File: config.mk
export PLATFORM = sky130hd
export DESIGN_NAME = id_ex_stage
export DESIGN_NICKNAME = d
export VERILOG_FILES = /design/src/rtl/id_ex_stage.sv
export SDC_FILE = /design/constraint.sdc
export NUM_CORES = 1
export LEC_CHECK = 0
export CORE_ASPECT_RATIO = 1.2
export CORE_MARGIN = 1
export CORE_UTILIZATION = 23
export DETAILED_ROUTE_END_ITERATION = 10
export GPL_TIMING_DRIVEN = 0
export SYNTH_ARGS = -nofsm -noshare
export SYNTH_HDL_FRONTEND = slang
export SYNTH_SLANG_ARGS = --single-unit
export TNS_END_PERCENT = 5
File: constraint.sdc
create_clock -name clk -period 2.02 [get_ports clk]
set_input_delay 0.202 -clock clk [delete_from_list [all_inputs] [get_ports clk]]
set_output_delay 0.202 -clock clk [all_outputs]
set_load 0.02 [all_outputs]
File: src/rtl/id_ex_stage.sv
//------------------------------------------------------------------------------
// Module      : id_ex_stage
// Description : Decode/execute pipeline register for a reduced RV32I ALU
//               subset. Decodes R-type (0110011) and I-type (0010011)
//               instructions into an ALU opcode plus two 32-bit operands and
//               holds them for the execute stage under stall/flush control.
//               Optional macro ID_EX_BYPASS_EN enables writeback-to-operand
//               forwarding at accept time.
// Revision    : 1.0 - initial release
//------------------------------------------------------------------------------
`default_nettype none

module id_ex_stage (
  input  logic        clk,
  input  logic        reset,
  input  logic        in_valid,
  output logic        in_ready,
  input  logic [31:0] instr,
  input  logic [31:0] rs1_data,
  input  logic [31:0] rs2_data,
  input  logic        stall,
  input  logic        flush,
  input  logic        wb_valid,
  input  logic [4:0]  wb_rd,
  input  logic [31:0] wb_data,
  output logic        ex_valid,
  output logic [3:0]  alu_operation,
  output logic [31:0] alu_rs1,
  output logic [31:0] alu_rs2,
  output logic [4:0]  rd_addr,
  output logic        illegal
);

  // Major opcodes accepted by this stage
  localparam logic [6:0] OPC_REG = 7'b0110011;
  localparam logic [6:0] OPC_IMM = 7'b0010011;

  // funct3 field values
  localparam logic [2:0] F3_ADD  = 3'b000;
  localparam logic [2:0] F3_SLL  = 3'b001;
  localparam logic [2:0] F3_SLT  = 3'b010;
  localparam logic [2:0] F3_SLTU = 3'b011;
  localparam logic [2:0] F3_XOR  = 3'b100;
  localparam logic [2:0] F3_SRL  = 3'b101;
  localparam logic [2:0] F3_OR   = 3'b110;
  localparam logic [2:0] F3_AND  = 3'b111;

  // ALU opcode encoding presented to execute
  localparam logic [3:0] ALU_NONE = 4'd0;
  localparam logic [3:0] ALU_AND  = 4'd1;
  localparam logic [3:0] ALU_OR   = 4'd2;
  localparam logic [3:0] ALU_ADD  = 4'd3;
  localparam logic [3:0] ALU_SUB  = 4'd4;
  localparam logic [3:0] ALU_SLL  = 4'd5;
  localparam logic [3:0] ALU_SRA  = 4'd6;
  localparam logic [3:0] ALU_SRL  = 4'd7;
  localparam logic [3:0] ALU_SLT  = 4'd8;
  localparam logic [3:0] ALU_XOR  = 4'd9;

  // Instruction fields
  logic [6:0]  opcode;
  logic [2:0]  funct3;
  logic        alt_bit;
  logic [4:0]  rs1_idx;
  logic [4:0]  rs2_idx;
  logic [4:0]  rd_idx;
  logic [31:0] imm_i;
  logic [31:0] shamt_i;
  logic        is_reg;
  logic        is_imm;
  logic        is_shift;

  assign opcode   = instr[6:0];
  assign funct3   = instr[14:12];
  assign alt_bit  = instr[30];
  assign rs1_idx  = instr[19:15];
  assign rs2_idx  = instr[24:20];
  assign rd_idx   = instr[11:7];
  assign imm_i    = {{20{instr[31]}}, instr[31:20]};
  assign shamt_i  = {27'd0, instr[24:20]};
  assign is_reg   = (opcode == OPC_REG);
  assign is_imm   = (opcode == OPC_IMM);
  assign is_shift = (funct3 == F3_SLL) || (funct3 == F3_SRL);

  // Source operands after optional writeback forwarding. Forwarding is only
  // ever applied to the instruction being accepted; a held entry keeps the
  // operands it captured.
  logic [31:0] src1;
  logic [31:0] src2;

`ifdef ID_EX_BYPASS_EN
  logic wb_hit_rs1;
  logic wb_hit_rs2;

  assign wb_hit_rs1 = wb_valid && (wb_rd != 5'd0) && (wb_rd == rs1_idx);
  assign wb_hit_rs2 = wb_valid && (wb_rd != 5'd0) && (wb_rd == rs2_idx) && is_reg;
  assign src1       = wb_hit_rs1 ? wb_data : rs1_data;
  assign src2       = wb_hit_rs2 ? wb_data : rs2_data;
`else
  // Writeback ports exist for pin compatibility but carry no function here.
  logic unused_bypass;

  assign unused_bypass = ^{wb_valid, wb_rd, wb_data, rs1_idx};
  assign src1          = rs1_data;
  assign src2          = rs2_data;
`endif

  // Decoded (pre-register) view of the incoming instruction
  logic        dec_illegal;
  logic [3:0]  dec_op;
  logic [31:0] dec_rs1;
  logic [31:0] dec_rs2;

  // Translate opcode/funct3/bit30 into an ALU operation and pick operand B
  always_comb begin
    dec_illegal = 1'b0;
    dec_op      = ALU_NONE;
    dec_rs1     = src1;
    dec_rs2     = src2;

    if (!(is_reg || is_imm)) begin
      dec_illegal = 1'b1;
    end else begin
      case (funct3)
        F3_ADD:  dec_op = (is_reg && alt_bit) ? ALU_SUB : ALU_ADD;
        F3_AND:  dec_op = ALU_AND;
        F3_OR:   dec_op = ALU_OR;
        F3_XOR:  dec_op = ALU_XOR;
        F3_SLT:  dec_op = ALU_SLT;
        F3_SLTU: dec_illegal = 1'b1;
        F3_SLL: begin
          dec_op = ALU_SLL;
          // slli has no alternate form; bit 30 set is an encoding fault
          if (is_imm && alt_bit) begin
            dec_illegal = 1'b1;
          end
        end
        F3_SRL:  dec_op = alt_bit ? ALU_SRA : ALU_SRL;
        default: dec_illegal = 1'b1;
      endcase

      // Immediate forms replace operand B; shifts use the 5-bit shamt only
      if (is_imm) begin
        dec_rs2 = is_shift ? shamt_i : imm_i;
      end
    end

    // Faulted instructions travel with scrubbed payload
    if (dec_illegal) begin
      dec_op  = ALU_NONE;
      dec_rs1 = 32'd0;
      dec_rs2 = 32'd0;
    end
  end

  // Pipeline register state
  logic        ex_valid_q, ex_valid_d;
  logic        illegal_q,  illegal_d;
  logic [3:0]  alu_op_q,   alu_op_d;
  logic [31:0] alu_rs1_q,  alu_rs1_d;
  logic [31:0] alu_rs2_q,  alu_rs2_d;
  logic [4:0]  rd_addr_q,  rd_addr_d;
  logic        ready;
  logic        accept;

  // The slot can take a new entry whenever it is empty or being drained
  assign ready  = !flush && (!ex_valid_q || !stall);
  assign accept = in_valid && ready;

  // Next-state selection: flush beats everything, then accept/bubble, else hold
  always_comb begin
    ex_valid_d = ex_valid_q;
    illegal_d  = illegal_q;
    alu_op_d   = alu_op_q;
    alu_rs1_d  = alu_rs1_q;
    alu_rs2_d  = alu_rs2_q;
    rd_addr_d  = rd_addr_q;

    if (flush) begin
      ex_valid_d = 1'b0;
      illegal_d  = 1'b0;
    end else if (accept) begin
      ex_valid_d = 1'b1;
      illegal_d  = dec_illegal;
      alu_op_d   = dec_op;
      alu_rs1_d  = dec_rs1;
      alu_rs2_d  = dec_rs2;
      rd_addr_d  = rd_idx;
    end else if (ready) begin
      // Slot drained with nothing to replace it: emit a bubble
      ex_valid_d = 1'b0;
    end
  end

  // State register with asynchronous clear
  always_ff @(posedge clk or posedge reset) begin
    if (reset) begin
      ex_valid_q <= 1'b0;
      illegal_q  <= 1'b0;
      alu_op_q   <= 4'd0;
      alu_rs1_q  <= 32'd0;
      alu_rs2_q  <= 32'd0;
      rd_addr_q  <= 5'd0;
    end else begin
      ex_valid_q <= ex_valid_d;
      illegal_q  <= illegal_d;
      alu_op_q   <= alu_op_d;
      alu_rs1_q  <= alu_rs1_d;
      alu_rs2_q  <= alu_rs2_d;
      rd_addr_q  <= rd_addr_d;
    end
  end

  assign in_ready      = ready;
  assign ex_valid      = ex_valid_q;
  assign illegal       = illegal_q;
  assign alu_operation = alu_op_q;
  assign alu_rs1       = alu_rs1_q;
  assign alu_rs2       = alu_rs2_q;
  assign rd_addr       = rd_addr_q;

endmodule

`default_nettype wire

Yosys cells after proc, flatten, opt, wreduce, memory -nomap -nowiden
Cells that the tools add are included.

Bits in registers: 75. Bits in latches: 0. Bits in writable memories: 0. ROM bits: 0. Output and inout bits: 76. Word-level logic and storage cells: 48. Memories: 0.

Add/sub/neg operators: 0. Multiply operators: 0. Divide/modulo/power cells: 0. Order comparisons: 0. Equal/unequal tests: 9. Shift-type cells: 0. Mux-type cells: 18. Bitwise logic cells: 1. Reduce and logical (&&, ||, !) cells: 14.

Operators with widths (number): 32-bit two-way mux (5); 4-bit one-hot mux with 7 select lines (1); 3-bit == test, second input constant (4); 1-bit two-way mux (8); 4-bit two-way mux (2); 7-bit by 5-bit == test with 1-bit output, second input constant (1); 7-bit by 6-bit == test with 1-bit output, second input constant (1); 3-bit by 2-bit == test with 1-bit output, second input constant (2); 1-bit logical AND (4); 3-bit by 1-bit == test with 1-bit output, second input constant (1); 1-bit zero test (3); 3-bit zero test (1); 1-bit logical OR (3); 3-bit two-way mux (1); 3-bit nonzero test (1); 1-bit one-hot mux with 2 select lines (1); 2-bit AND reduction (1); 2-bit nonzero test (1); 1-bit inverter (1).

Depth between registers and ports, before layout
Depth in word-level cells: 7. Mapped depth: 7. Mapped depth without buffers: 4.

Least setup slack after synthesis
No wires, ideal clock.

Kind: reg-to-reg. Start point: register ex_valid_q, in the netlist ex_valid. End point: register alu_rs1_q[10], in the netlist alu_rs1[10]. Library setup time: 0.066 ns. Arrival: 1.609 ns. Path slack: 0.345 ns. Stages on the path, launching flop included: 8. Period minus slack after synthesis: 1.675 ns. Cell sequence: dfrtp_1 -> a21oi_2 -> and2_1 -> buf_2 -> and3_1 -> buf_6 -> buf_8 -> a22o_1.

Longest elaborated chain between the ends: 5.

Ends and longest elaborated chain: start, declared (RTL line 157) `logic ex_valid_q, ex_valid_d;`; start signal, assigned (RTL line 205) `ex_valid_q <= ex_valid_d;`; 1-bit zero test (RTL line 167) `assign ready = !flush && (!ex_valid_q || !stall);`; 1-bit logical OR (RTL line 167); 1-bit logical AND (RTL line 167); named net in_ready (RTL line 17) `output logic in_ready,`; 1-bit logical AND (RTL line 168) `assign accept = in_valid && ready;`; 2-bit AND reduction (no line); end signal, assigned (RTL line 208) `alu_rs1_q <= alu_rs1_d;`; end, declared (RTL line 160) `logic [31:0] alu_rs1_q, alu_rs1_d;`.

The timed path passes the listed nets, and every way through them passes these cells. A chain may end at the register's enable or synchronous reset.

Worst setup path after layout
Start point: register ex_valid_q, in the netlist ex_valid. End point: register alu_rs1_q[9], in the netlist alu_rs1[9].

Longest elaborated chain between the ends: 5.

Ends and longest elaborated chain (RTL line): 1-bit zero test (167); 1-bit logical OR (167); 1-bit logical AND (167); 1-bit logical AND (168); 2-bit AND reduction (no line).

Every way passes these cells.

==> results.ini <==
[sta]
hold_viol=0
relSlewSlack=0.631
worst_slew_pin_slew_ns=0.552
fmax_ghz=0.571
setup_slack_ns=0.268
min_period_ns=1.75
finalSetupTns_ns=0
grt_setup_unrepaired=false
setup_viol=0
finClkSkew_ns=0.00755
fin_crit_sh=0.867
drv_slew=0

[drt]
drt-wirelength-per-cell_um=15.0
vias_per_cell=4.44
firstDrtPassIters=4
drc_errors=0
ant_nets=0
drt-total-wl_um=9570
drtIter0Drc=99
route.vias.total=2830

[logic_synthesis]
synth_seq_cells=75
syn-instance-count=282
syn_area_per_cell_um2=11.1
syn-num-nets=421
synth_cell_types=34
ys_seq_area_frac=0.600
synth_area_leader_cell=dfrtp_1
ys_warn_count=0
yosysTopAreaCellShare=0.600
ys_top_cells_by_area=dfrtp_1 (60%), a22o_1 (8.7%), nand2_1 (6.0%)
syn_area_um2=3130

[clock_network]
cts_max_path_buffers=2
cts_tree=yes
cts_resized=0
post_cts_buffers=0
ctsHtreeMaxLevel=3
numCtsBuffers=9
cts_sinks=75
cts.reportedPaths.clkPinSlew_ns=0.06
clk_latency_ns=0.33
cts_root_buf=clkbuf_16
ctsHoldBuffers=0

[die]
fp-row-count=46
die_w_um=108
initial_utilization=0.236
dieArea_um2=14100
ioPinCount=215
coreArea_um2=13200
fp.dieH_um=130

[cells_and_area]
synthToLayoutAreaGrowth_pct=73.9
final_area_um2=5440
layout.nets=603
stdcell_count=637
drive_gt1_frac=0.0789
most-common-layout-cells=clkdlybuf4s50_1 (170), dfrtp_1 (75), nand2_1 (50)
final_common_cell=clkdlybuf4s50_1
fillers=1332
diodes=0

[critical_path]
crit_path_start_kind=flop
worst-setup-path-type=flop to flop
critPathCaptureType=flop
path_max_fanout=11
arrival_ns=1.96
worstPathRequired_ns=2.22

[global_route]
grt-ovfl-total=0
grt_pass1_vias=2974
grt_max_degree=35
grt_pass1_wl_um=15200
gr-usage-all-layers=0.140
antenna_found_initial=0

[power]
internal_power_mw=3.10
total_power_mw=3.90
p_leak_nw=2.33
p_clk_frac=0.489
pwr-share-seq=0.396
ir_worst_vdd_mv=0.410
p_sw_frac=0.207
combPwrFrac=0.114
p_per_area_nw_per_um2=717
switchingPower_uw=809

[placement]
dp_slack_ns=-0.211
postPlaceCellArea_um2=5080
place_congestion=0.709
place_inst=622
port_buffers=170
place_hpwl_um=7210

[outcome]
outcome=complete, no violations

[job]
maxCapViolCount=0

[hold_path]
hp-class=input pin to async pin

[cells in the mapped netlist]
library cell  number
nor2_1            22
nand2b_1           2
buf_6              1
a41oi_1            1
o21ai_0           29
mux2_2             1
a211oi_1           1
a21oi_2            1
buf_1              2
clkbuf_1          10
buf_8              4
nand4_1            1
dfrtp_1           75
mux2i_1           12
a211o_1            1
nor2b_1            2
a21oi_1            3
a22o_2             2
o21ai_1            4
a22o_1            31
nand3_1            1
o2111ai_1          1
xor2_1             1
nor4b_2            1
a32o_1             3
and4b_2            1
and3_2             2
buf_2              3
nand2b_4           1
nand2_1           50
inv_1              3
and2_1             8
buf_4              1
and3_1             1
[power groups by stage]
stage                     combinational, mW  clock (mW)  sequential (mW)
final                                 0.447        1.91             1.55
after CTS                             0.456        1.97             1.55
after floorplan                       0.116           0             1.61
after global placement                0.438           0             1.57
after detailed placement              0.453           0             1.57
after global routing                  0.485        2.04             1.55
[registers in the layout (all words and copies together) (netlist names)]
register,count
alu_rs1,32
alu_rs2,32
rd_addr,5
alu_operation,4
ex_valid,1
illegal,1
[kinds of logic after synthesis]
kind of cell / synth area share
buf+inv: 0.0480
simple gates: 0.134
flops: 0.600
mux: 0.0420
compound gates: 0.174
xor+xnor: 0.00280
[metal layers]
layer | global-route usage | share of wire | vias to the layer above
li1 | - | - | 1347
met1 | 0.167 | 0.43 | 1363
met2 | 0.233 | 0.48 | 113
met3 | 0.0500 | 0.085 | 7
met4 | 0.0525 | 0.013 | 0
met5 | 0 | 0 | -
[critical path: stages, from the launching register on]
cell      delay, ns
dfrtp_1        0.41
a21oi_2        0.18
nand2_1        0.36
clkbuf_1       0.36
a22o_1         0.30
[layout make-up]
cell class / count / area, µm² / area share
clock buffer: 12 / 267 / 0.0490
multi-input combinational: 183 / 1100 / 0.203
tap: 168 / 210 / 0.0386
clock inverter: 4 / 95.1 / 0.0175
timing repair buffer: 172 / 1740 / 0.320
inverter: 3 / 15.0 / 0.00276
sequential: 75 / 1880 / 0.345
buffer: 20 / 135 / 0.0248
[per-stage QoR]
stage	utilization	hold slack, ns
after floorplan	-	0.268
after global placement	0.381	0.460
after detailed placement	0.384	0.461
after CTS	0.411	0.176
after global routing	0.411	0.186
final	0.411	0.187
[final timing paths]
check                      startpoint          endpoint  slack [ns]  cells after the start
max in group asynchronous       reset  alu_operation[2]        1.36                      3
setup reg to reg             ex_valid        alu_rs1[9]        0.27                      4
setup / recovery             ex_valid        alu_rs1[9]        0.27                      4
hold reg to reg            rd_addr[0]        rd_addr[0]        0.47                      2
hold / removal                  reset       alu_rs2[22]        0.19                      2
min in group clk            instr[14]  alu_operation[0]        0.37                      3
No activity file was read; power rests on OpenSTA's default activity.
